<file path="config.mk">
export PLATFORM = sky130hd
export DESIGN_NAME = scan_sequencer_3_8
export DESIGN_NICKNAME = d
export VERILOG_FILES = /design/src/rtl/scan_sequencer_3_8.sv
export SDC_FILE = /design/constraint.sdc
export NUM_CORES = 1
export LEC_CHECK = 0
export CAP_MARGIN = 20
export CORE_MARGIN = 8
export CORE_UTILIZATION = 59
export DETAILED_ROUTE_END_ITERATION = 8
export GPL_TIMING_DRIVEN = 0
export PLACE_DENSITY = 0.81
export SYNTH_ARGS = -nofsm -noshare
export SYNTH_HDL_FRONTEND = slang
export SYNTH_SLANG_ARGS = --single-unit
</file>
<file path="constraint.sdc">
create_clock -name clk -period 5.3 [get_ports clk]
set_input_delay 1.06 -clock clk [delete_from_list [all_inputs] [get_ports clk]]
set_output_delay 1.06 -clock clk [all_outputs]
set_load 0.02 [all_outputs]
</file>
<file path="src/rtl/scan_sequencer_3_8.sv">
// Timed slot scanner driving a 3-to-8 decoder: one masked slot enabled at a time, DWELL cycles each.
// Latency: start sampled in cycle N gives en=1 in cycle N+1; sel/en/busy registered, strobes decode state only.
// Backpressure: none; start ignored while busy, stop ends the scan after the current slot completes.
// Optional: define SCAN_BLANK_EN to insert one en=0 BLANK cycle after every slot that continues the scan.
module scan_sequencer_3_8 #(
  parameter int DWELL   = 4,
  parameter int DWELL_W = 16
) (
  input  logic       clk,
  input  logic       rst_n,
  input  logic       start,
  input  logic       stop,
  input  logic       mode,
  input  logic [7:0] mask,
  output logic [2:0] sel,
  output logic       en,
  output logic       busy,
  output logic       slot_done,
  output logic       frame_done
);

  typedef enum logic [1:0] {
    S_IDLE  = 2'd0,
    S_RUN   = 2'd1,
    S_BLANK = 2'd2
  } state_t;

  localparam logic [DWELL_W-1:0] LAST_CNT = DWELL_W'(DWELL - 1);

  // Index of the lowest set bit; only used on non-zero masks.
  function automatic logic [2:0] lowest_idx(input logic [7:0] m);
    logic [2:0] idx;
    idx = 3'd0;
    for (int i = 7; i >= 0; i--) begin
      if (m[i]) idx = 3'(i);
    end
    return idx;
  endfunction

  // Cyclic upward search starting at cur+1; cur itself is the last candidate,
  // so a single-bit mask returns cur (which the caller sees as a wrap).
  function automatic logic [2:0] next_idx(input logic [7:0] m, input logic [2:0] cur);
    logic [2:0] idx;
    logic [2:0] j;
    idx = cur;
    for (int k = 8; k >= 1; k--) begin
      j = cur + 3'(k);
      if (m[j]) idx = j;
    end
    return idx;
  endfunction

  state_t             r_state, w_state_nxt;
  logic [2:0]         r_sel, w_sel_nxt;
  logic               r_en, r_busy;
  logic [DWELL_W-1:0] r_cnt, w_cnt_nxt;
  logic               r_stop_pend, w_stop_nxt;
  logic [7:0]         r_mask, w_mask_nxt;
`ifdef SCAN_BLANK_EN
  logic [2:0]         r_nsel, w_nsel_nxt;
`endif

  logic       w_last;
  logic       w_wrap;
  logic [2:0] w_nidx;
  logic       w_go;
  logic [2:0] w_go_idx;

  // Slot-end and frame-end decodes from registered state only.
  always_comb begin
    w_last = (r_state == S_RUN) && (r_cnt == LAST_CNT);
    w_nidx = next_idx(r_mask, r_sel);
    w_wrap = (w_nidx <= r_sel);
  end

  assign sel        = r_sel;
  assign en         = r_en;
  assign busy       = r_busy;
  assign slot_done  = w_last;
  assign frame_done = w_last && w_wrap;

  // Next-state logic: frame start, dwell counting, slot advance and termination.
  always_comb begin
    w_state_nxt = r_state;
    w_sel_nxt   = r_sel;
    w_cnt_nxt   = r_cnt;
    w_stop_nxt  = r_stop_pend;
    w_mask_nxt  = r_mask;
    w_go        = 1'b0;
    w_go_idx    = r_sel;
`ifdef SCAN_BLANK_EN
    w_nsel_nxt  = r_nsel;
`endif
    case (r_state)
      S_IDLE: begin
        w_stop_nxt = 1'b0;
        if (start && !stop && (mask != 8'h00)) begin
          w_state_nxt = S_RUN;
          w_mask_nxt  = mask;
          w_sel_nxt   = lowest_idx(mask);
          w_cnt_nxt   = '0;
        end
      end
      S_RUN: begin
        if (stop) w_stop_nxt = 1'b1;
        if (!w_last) begin
          w_cnt_nxt = r_cnt + DWELL_W'(1);
        end else begin
          w_cnt_nxt = '0;
          if (r_stop_pend || stop) begin
            w_state_nxt = S_IDLE;
            w_stop_nxt  = 1'b0;
          end else if (w_wrap && mode) begin
            w_state_nxt = S_IDLE;
            w_stop_nxt  = 1'b0;
          end else if (w_wrap) begin
            // Continuous mode: the next frame uses the mask as it is now.
            w_mask_nxt = mask;
            if (mask == 8'h00) begin
              w_state_nxt = S_IDLE;
              w_stop_nxt  = 1'b0;
            end else begin
              w_go     = 1'b1;
              w_go_idx = lowest_idx(mask);
            end
          end else begin
            w_go     = 1'b1;
            w_go_idx = w_nidx;
          end
          if (w_go) begin
`ifdef SCAN_BLANK_EN
            // Park the next slot; sel keeps the old slot through BLANK.
            w_state_nxt = S_BLANK;
            w_nsel_nxt  = w_go_idx;
`else
            w_state_nxt = S_RUN;
            w_sel_nxt   = w_go_idx;
`endif
          end
        end
      end
`ifdef SCAN_BLANK_EN
      S_BLANK: begin
        w_cnt_nxt = '0;
        if (r_stop_pend || stop) begin
          w_state_nxt = S_IDLE;
          w_stop_nxt  = 1'b0;
        end else begin
          w_state_nxt = S_RUN;
          w_sel_nxt   = r_nsel;
        end
      end
`endif
      default: begin
        w_state_nxt = S_IDLE;
        w_stop_nxt  = 1'b0;
      end
    endcase
  end

  // State and registered outputs; reset aborts any frame without strobes.
  always_ff @(posedge clk or negedge rst_n) begin
    if (!rst_n) begin
      r_state     <= S_IDLE;
      r_sel       <= 3'd0;
      r_en        <= 1'b0;
      r_busy      <= 1'b0;
      r_cnt       <= '0;
      r_stop_pend <= 1'b0;
      r_mask      <= 8'h00;
    end else begin
      r_state     <= w_state_nxt;
      r_sel       <= w_sel_nxt;
      r_en        <= (w_state_nxt == S_RUN);
      r_busy      <= (w_state_nxt != S_IDLE);
      r_cnt       <= w_cnt_nxt;
      r_stop_pend <= w_stop_nxt;
      r_mask      <= w_mask_nxt;
    end
  end

`ifdef SCAN_BLANK_EN
  // Pending slot index carried across the BLANK cycle.
  always_ff @(posedge clk or negedge rst_n) begin
    if (!rst_n) r_nsel <= 3'd0;
    else        r_nsel <= w_nsel_nxt;
  end
`endif

endmodule
</file>
==> summary.txt, run 1 <==
Power and ir drop
  • Peak VDD IR: 0.251 mV
  • Power Density: between 500 and 600 nW/um2
  • Part of the power in registers: 21.7%
  • Part of the total power dissipated in combinational logic: between 60% and 70%
  • P_int: approximately 860 uW
  • Net Sw Frac: approximately 45%
  • Clock power frac: between 10% and 20%
  • Pleak: 0.00119 uW
  • Net Switching: approximately 700 uW

Synthesis
  • Synthesized area: 2460 um2
  • Syn avg cell area: 9.33 um2
  • Top cells by count, synth: dfrtp_1, o21ai_0, nor2_1
  • Synth Net Count: about 280
  • Count of yosys warnings during synthesis: 0
  • Synth area leaders: dfrtp_1, mux2_2, mux4_2
  • Mapped Cells: 264
  • Netlist cell types: 52
  • Area share of the largest cell type after synthesis: between 30% and 40%
  • Prevailing post-synth register cell: dfrtp_1
  • Adder-cell share of the synthesized area: just over 3%
  • Post-synthesis compound-gate area fraction: 21.0%
  • Seq cells post-synth: 32
  • Most common cell in the netlist: dfrtp_1
  • Multiplexer share of the synthesized area: approximately 20%
  • Area leader, netlist: dfrtp_1
  • Synth Area in XOR/XNOR: around 2.1%
  • Synth Area in Simple Gates: between 10% and 20%
  • Async SR Flop Fraction: between 90% and 100%
  • Sequential share of the synthesized area: between 30% and 40%
  • Largest family of logic cells by synthesized area: compound AO/OA/AOI/OAI gates
  • Post-synth EDFFs: 0

Placement
  • Post-DP HPWL: 4470 um
  • Port bufs: 19
  • Routability cong.: roughly 0.9
  • DP Worst Slack: -0.424 ns

STA
  • Endpoints failing setup: 0
  • Final worst-path cycle share: a little over nine tenths
  • Actual slew at the worst max-slew pin: 0.633 ns
  • Max_slew headroom: 57.6%
  • Final TNS setup: 0 ns
  • Final hold vios: 0
  • Hold slack: just under 0.5 ns
  • Fin Clk Skew: 0.0198 ns
  • Max Fclk: 195 MHz
  • Fin. max-slew vios: 0
  • Fin crit period: 5.14 ns
  • RSZ-0062 raised after global routing: false
  • Final worst slack: 0.163 ns

Detailed routing
  • Via count: around 2.2k
  • Vias per cell: roughly 6.4
  • Post-route ant nets: 0
  • DRT Pass-1 Iters: 4
  • Drt total wl: 6030 um
  • # DRC: 0
  • Initial DRC count: between 150 and 200
  • Routed wire length per instance: 17.5 um

Critical path
  • Req. time, crit path: 4.24 ns
  • Worst Path Max Fanout: 10
  • Crit path DAT: 4.08 ns
  • Crit end category: output pin
  • WS Path Type: reg2out
  • CP startpoint kind: flip-flop

Die
  • Initial Util: between 60% and 70%
  • Die area: 6500 um2
  • Die W: 80.6 um
  • IO Count: 20
  • Num rows: 23
  • Die Ht: 80.6 um
  • Core area: roughly 4000 um2

Job
  • Maxcap violations: 0

Outcome
  • Outcome: finished, final reports clean

GRT
  • Initial antenna violation count: 0
  • GRT Total Usage: about a fifth
  • Vias in the first global route: between 2k and 2.5k
  • Congestion Overflow GR: 0
  • Wire length of the first global-routing pass: slightly above 10,000 um
  • Largest net degree at the start of global routing: 22

Final layout
  • Area growth from synthesis to layout: 17.6%
  • Number of diodes: 0
  • Share of cells above drive strength 1: approximately 17%
  • Net count reported at finish: ~310

Clocking
  • Clk buf depth: 2
  • Cts bufs inserted: 5
  • Clock sink total: 32
  • Worst skew pair latency: 0.29 ns
  • Root buffer cell: clkbuf_8
  • H-tree levels: 2
  • CTS tree: done
  • Clk slew on worst S/H paths: around 0.080 ns
  • Hold-fix buffers, CTS: 0

Worst hold path
  • HP Class: reg2reg
[worst paths after layout]
path | start | to | slack, ns | depth (start not counted)
worst max-delay path | sel[1] | frame_done | 0.16 | 14
worst min-delay path | r_cnt[15] | r_cnt[15] | 0.50 | 1
worst max register to register | sel[1] | sel[2] | 0.72 | 16
worst min register to register | r_cnt[15] | r_cnt[15] | 0.50 | 1
max in group asynchronous | rst_n | r_cnt[5] | 3.60 | 2
min in group asynchronous | rst_n | en | 1.17 | 1
[cells in the final DEF, fill, tap and decap left out, drive strengths merged, types with 6 or more instances in the layout]
cell type and instances:
nand3 6, nand2 15, inv 6, a21oi 13
dfrtp 32, nor2b 7, mux4 9, nor2 17
and3 7, ha 6, mux2i 11, nand4 6
o21ai 32, clkbuf 11, buf 10, mux2 15
nor3 9, clkdlybuf4s50 18
[state kept, by name (all words and copies together), names as in the netlist]
signal	cells
sel	3
r_cnt	16
en	1
r_mask	8
r_stop_pend	1
busy	1
r_state	2
[logic make-up after synthesis]
kind of cell | after synthesis
XOR/XNOR | 6
other | 1
AND/OR/NAND/NOR | 84
flip-flops | 32
AO/OA/AOI/OAI | 81
multiplexers | 35
buffers and inverters | 19
adder cells (fa/ha/maj) | 6
[power by group through the flow]
stage	sequential (uW)	combinational [uW]	clock (uW)
after global placement	338	886	0
after global routing	344	1120	202
after floorplan	330	710	0
after detailed placement	342	910	0
final	339	1030	189
after CTS	338	980	190
[cell type report]
cell class                      instances  area, um2
Clock buffer                            5       68.8
Fill cell                             316       1100
Timing Repair Buffer                   22        234
Inverter                                6       25.0
Multi-Input combinational cell        213       1610
Clock inverter                          3       18.8
Buffer                                 13       71.3
Tap cell                               50       62.6
Sequential cell                        32        803
[per-stage QoR]
| step | total power, uW | area [um2] | std cells | utilization (%) |
|---|---|---|---|---|
| 2_1_floorplan | 1040 | 2460 | 264 | - |
| 3_3_place_gp | 1220 | 2720 | 333 | 67.9 |
| 3_5_place_dp | 1250 | 2740 | 334 | 68.6 |
| 4_1_cts | 1510 | 2860 | 342 | 71.4 |
| 5_1_grt | 1660 | 2900 | 344 | 72.4 |
| 6_report | 1560 | 2900 | 344 | 72.4 |
[critical path, cell delays in order (launching register included)]
cell and delay [ns]:
dfrtp_2 0.44, buf_6 0.18, inv_4 0.08, ha_2 0.39, buf_4 0.21, mux4_1 0.37, a21o_1 0.26, o22a_1 0.20
o32a_1 0.39, ha_1 0.32, nor2b_1 0.14, o21ai_0 0.19, a32oi_2 0.15, nor3_1 0.17, clkdlybuf4s15_2 0.29
[per-layer routing]
layer / track usage [%] / part of all wire [%] / up-vias / routed length, um
met1: 24.2 / 42 / 1078 / 2550
met2: 32.9 / 52 / 60 / 3120
li1: - / - / 1065 / -
met5: 0 / 0 / - / 0
met3: 3.24 / 4.7 / 8 / 283
met4: 7.45 / 1.2 / 0 / 72
[timing repair]
| item | in CTS | in global routing |
|---|---|---|
| endpoints found under the hold margin | 0 | 0 |
| resized for setup | 12 | 6 |
| endpoints found under the setup margin | 1 | 1 |
| buffers inserted | 0 | 2 |
Note: power is estimated with default switching activity, not from simulation.
==> run 2: changes to the inputs <==
- PLACE_DENSITY: 0.81 -> 0.91
==> summary.txt, run 2 (synthesis results as in run 1) <==
Final layout
  • Area growth from synthesis to layout: 19.4%
  • Number of diodes: 0 (unchanged)
  • Commonest non-fill, non-tap cell in the layout: o21ai_0
  • Share of cells above drive strength 1: 18.0% (+0.96 points)
  • Most flop-heavy register: r_cnt
  • Post-Route Utilization: 73.5% (+1.1 points)
  • Net count reported at finish: 313 (+0.32%)
  • Final instance area: 2940 um2 (+1.6%)
  • Commonest non-fill, non-tap cells in the layout: o21ai_0, dfrtp_1, clkdlybuf4s50_1
  • Max reg flops: 16 (unchanged)

Die
  • Die W: 80.6 um (unchanged)
  • Core area: 4000 um2 (unchanged)
  • Initial Util: 61.6% (unchanged)
  • IO Count: 20 (unchanged)
  • Die Ht: 80.6 um (unchanged)
  • Num rows: 23 (unchanged)
  • Die area: 6500 um2 (unchanged)

Critical path
  • CP Launch Point: sel[0]
  • Crit end category: output pin
  • Reg2reg end: sel[2]
  • Crit path DAT: 4.01 ns (-0.07 ns)
  • Req. time, crit path: 4.24 ns (about the same)
  • Crit path to: frame_done
  • WS Path Type: reg2out
  • Worst Path Max Fanout: 10 (unchanged)
  • CP startpoint kind: flip-flop
  • R2r setup slk: 0.84 ns (+0.12 ns)
  • R2R depth: 16 (unchanged)
  • Reg-to-Reg Start: sel[0]

Clocking
  • H-tree levels: 2 (unchanged)
  • Worst skew pair latency: 0.29 ns (about the same)
  • Cts bufs inserted: 5 (unchanged)
  • Root buffer cell: clkbuf_8
  • Clk buf depth: 2 (unchanged)
  • Hold-fix buffers, CTS: 0 (unchanged)
  • CTS tree: done
  • Clk slew on worst S/H paths: 0.07 ns (about the same)
  • Clock sink total: 32 (unchanged)

STA
  • Endpoints failing setup: 0 (unchanged)
  • Max Fclk: 197 MHz (+1.4%)
  • Fin crit period: 5.07 ns (-0.0702 ns)
  • Final hold vios: 0 (unchanged)
  • Fin. max-slew vios: 0 (unchanged)
  • Hold slack: 0.488 ns (-0.00760 ns)
  • Final worst slack: 0.233 ns (+0.0702 ns)
  • RSZ-0062 raised after global routing: false
  • Fin Clk Skew: 0.00569 ns (-0.0141 ns)
  • Final worst-path cycle share: 95.6% (-1.3 points)
  • Max_slew headroom: 57.7% (about the same)
  • Actual slew at the worst max-slew pin: 0.633 ns (-0.000797 ns)

Detailed routing
  • # DRC: 0 (unchanged)
  • Via count: 2,303 (+4.2%)
  • Post-route ant nets: 0 (unchanged)
  • Routed wire length per instance: 18.8 um (+7.6%)
  • Drt total wl: 6500 um (+7.9%)
  • Vias per cell: 6.68 (+3.9%)
  • DRT Pass-1 Iters: 4 (unchanged)
  • Initial DRC count: 178 (+16%)

Power and ir drop
  • Power Density: 558 nW/um2 (+3.4%)
  • Peak VDD IR: 0.258 mV (+2.6%)
  • Pleak: 0.00121 uW (+1.4%)

Outcome
  • Outcome: finished, final reports clean

GRT
  • Vias in the first global route: 2,305 (+8.5%)
  • GRT Total Usage: 20.2% (+0.68 points)
  • Congestion Overflow GR: 0 (unchanged)
  • Wire length of the first global-routing pass: 10,600 um (+2.6%)
  • Largest net degree at the start of global routing: 22 (unchanged)
  • Initial antenna violation count: 0 (unchanged)

Placement
  • DP Worst Slack: -0.401 ns (+0.0223 ns)
  • Post-DP HPWL: 4650 um (+4.1%)
  • Routability cong.: 0.890 (+1.2%)
  • Port bufs: 19 (unchanged)
  • Placed cell area: 2740 um2 (unchanged)

Job
  • Maxcap violations: 0 (unchanged)

Worst hold path
  • HP Class: reg2reg
## run 2: where the power goes
group	internal [uW]	switching, uW	total [uW]	leakage (uW)
clock	166	95.4	261	0.0000645
combinational	495	541	1040	0.000726
sequential	278	65.2	343	0.000418
total	939	701	1640	0.00121
## run 2: area by class of cell
cell class,instances,area (um2)
plain buffers,13,67.6
multi-input cells,213,1620
inverters,6,25.0
flip-flops and latches,32,803
repair buffers,23,241
well taps,50,62.6
clock inverters,1,30.0
clock buffers,7,96.3
fillers,279,1060
## run 2: routing by layer
layer  share of wire (%)  global-route usage [%]  vias to the layer above
met5                   0                       0                        -
met4                 2.7                    11.6                        0
met3                 5.0                    3.91                       22
met2                  53                    35.4                      102
met1                  39                    22.1                     1110
li1                    -                       -                     1069
## run 2: worst min-delay path by stage
stage / startpoint / endpoint / slack, ns / depth (start not counted)
after floorplan: r_cnt[15] / r_cnt[15] / 0.45 / 1
after global placement: r_cnt[15] / r_cnt[15] / 0.47 / 1
after detailed placement: r_cnt[15] / r_cnt[15] / 0.49 / 1
after CTS: r_cnt[15] / r_cnt[15] / 0.49 / 1
after global routing: r_cnt[15] / r_cnt[15] / 0.53 / 1
final: r_cnt[15] / r_cnt[15] / 0.49 / 1
## run 2: through the flow
step / TNS, ns / total power [uW] / cells
global route: 0 / 1730 / 345
global placement: -0.292 / 1200 / 333
finish: 0 / 1640 / 345
detailed placement: -0.401 / 1250 / 334
CTS: 0 / 1570 / 342
floorplan: 0 / 1040 / 264
## run 2: what timing repair did
action / CTS / global route
setup endpoints to repair: 1 / 1
buffers inserted: 0 / 3
gates resized for setup: 13 / 5
## run 2: critical path, cell delays in order (launching register included)
cell and delay, ns:
dfrtp_2 0.44, buf_6 0.17, inv_1 0.13, ha_4 0.32
buf_4 0.18, mux4_2 0.39, mux2i_2 0.31, nand4_1 0.12
o32a_1 0.38, ha_1 0.31, nor2b_1 0.14, o21ai_0 0.21
a32oi_2 0.14, nor3_2 0.18, clkdlybuf4s15_2 0.29
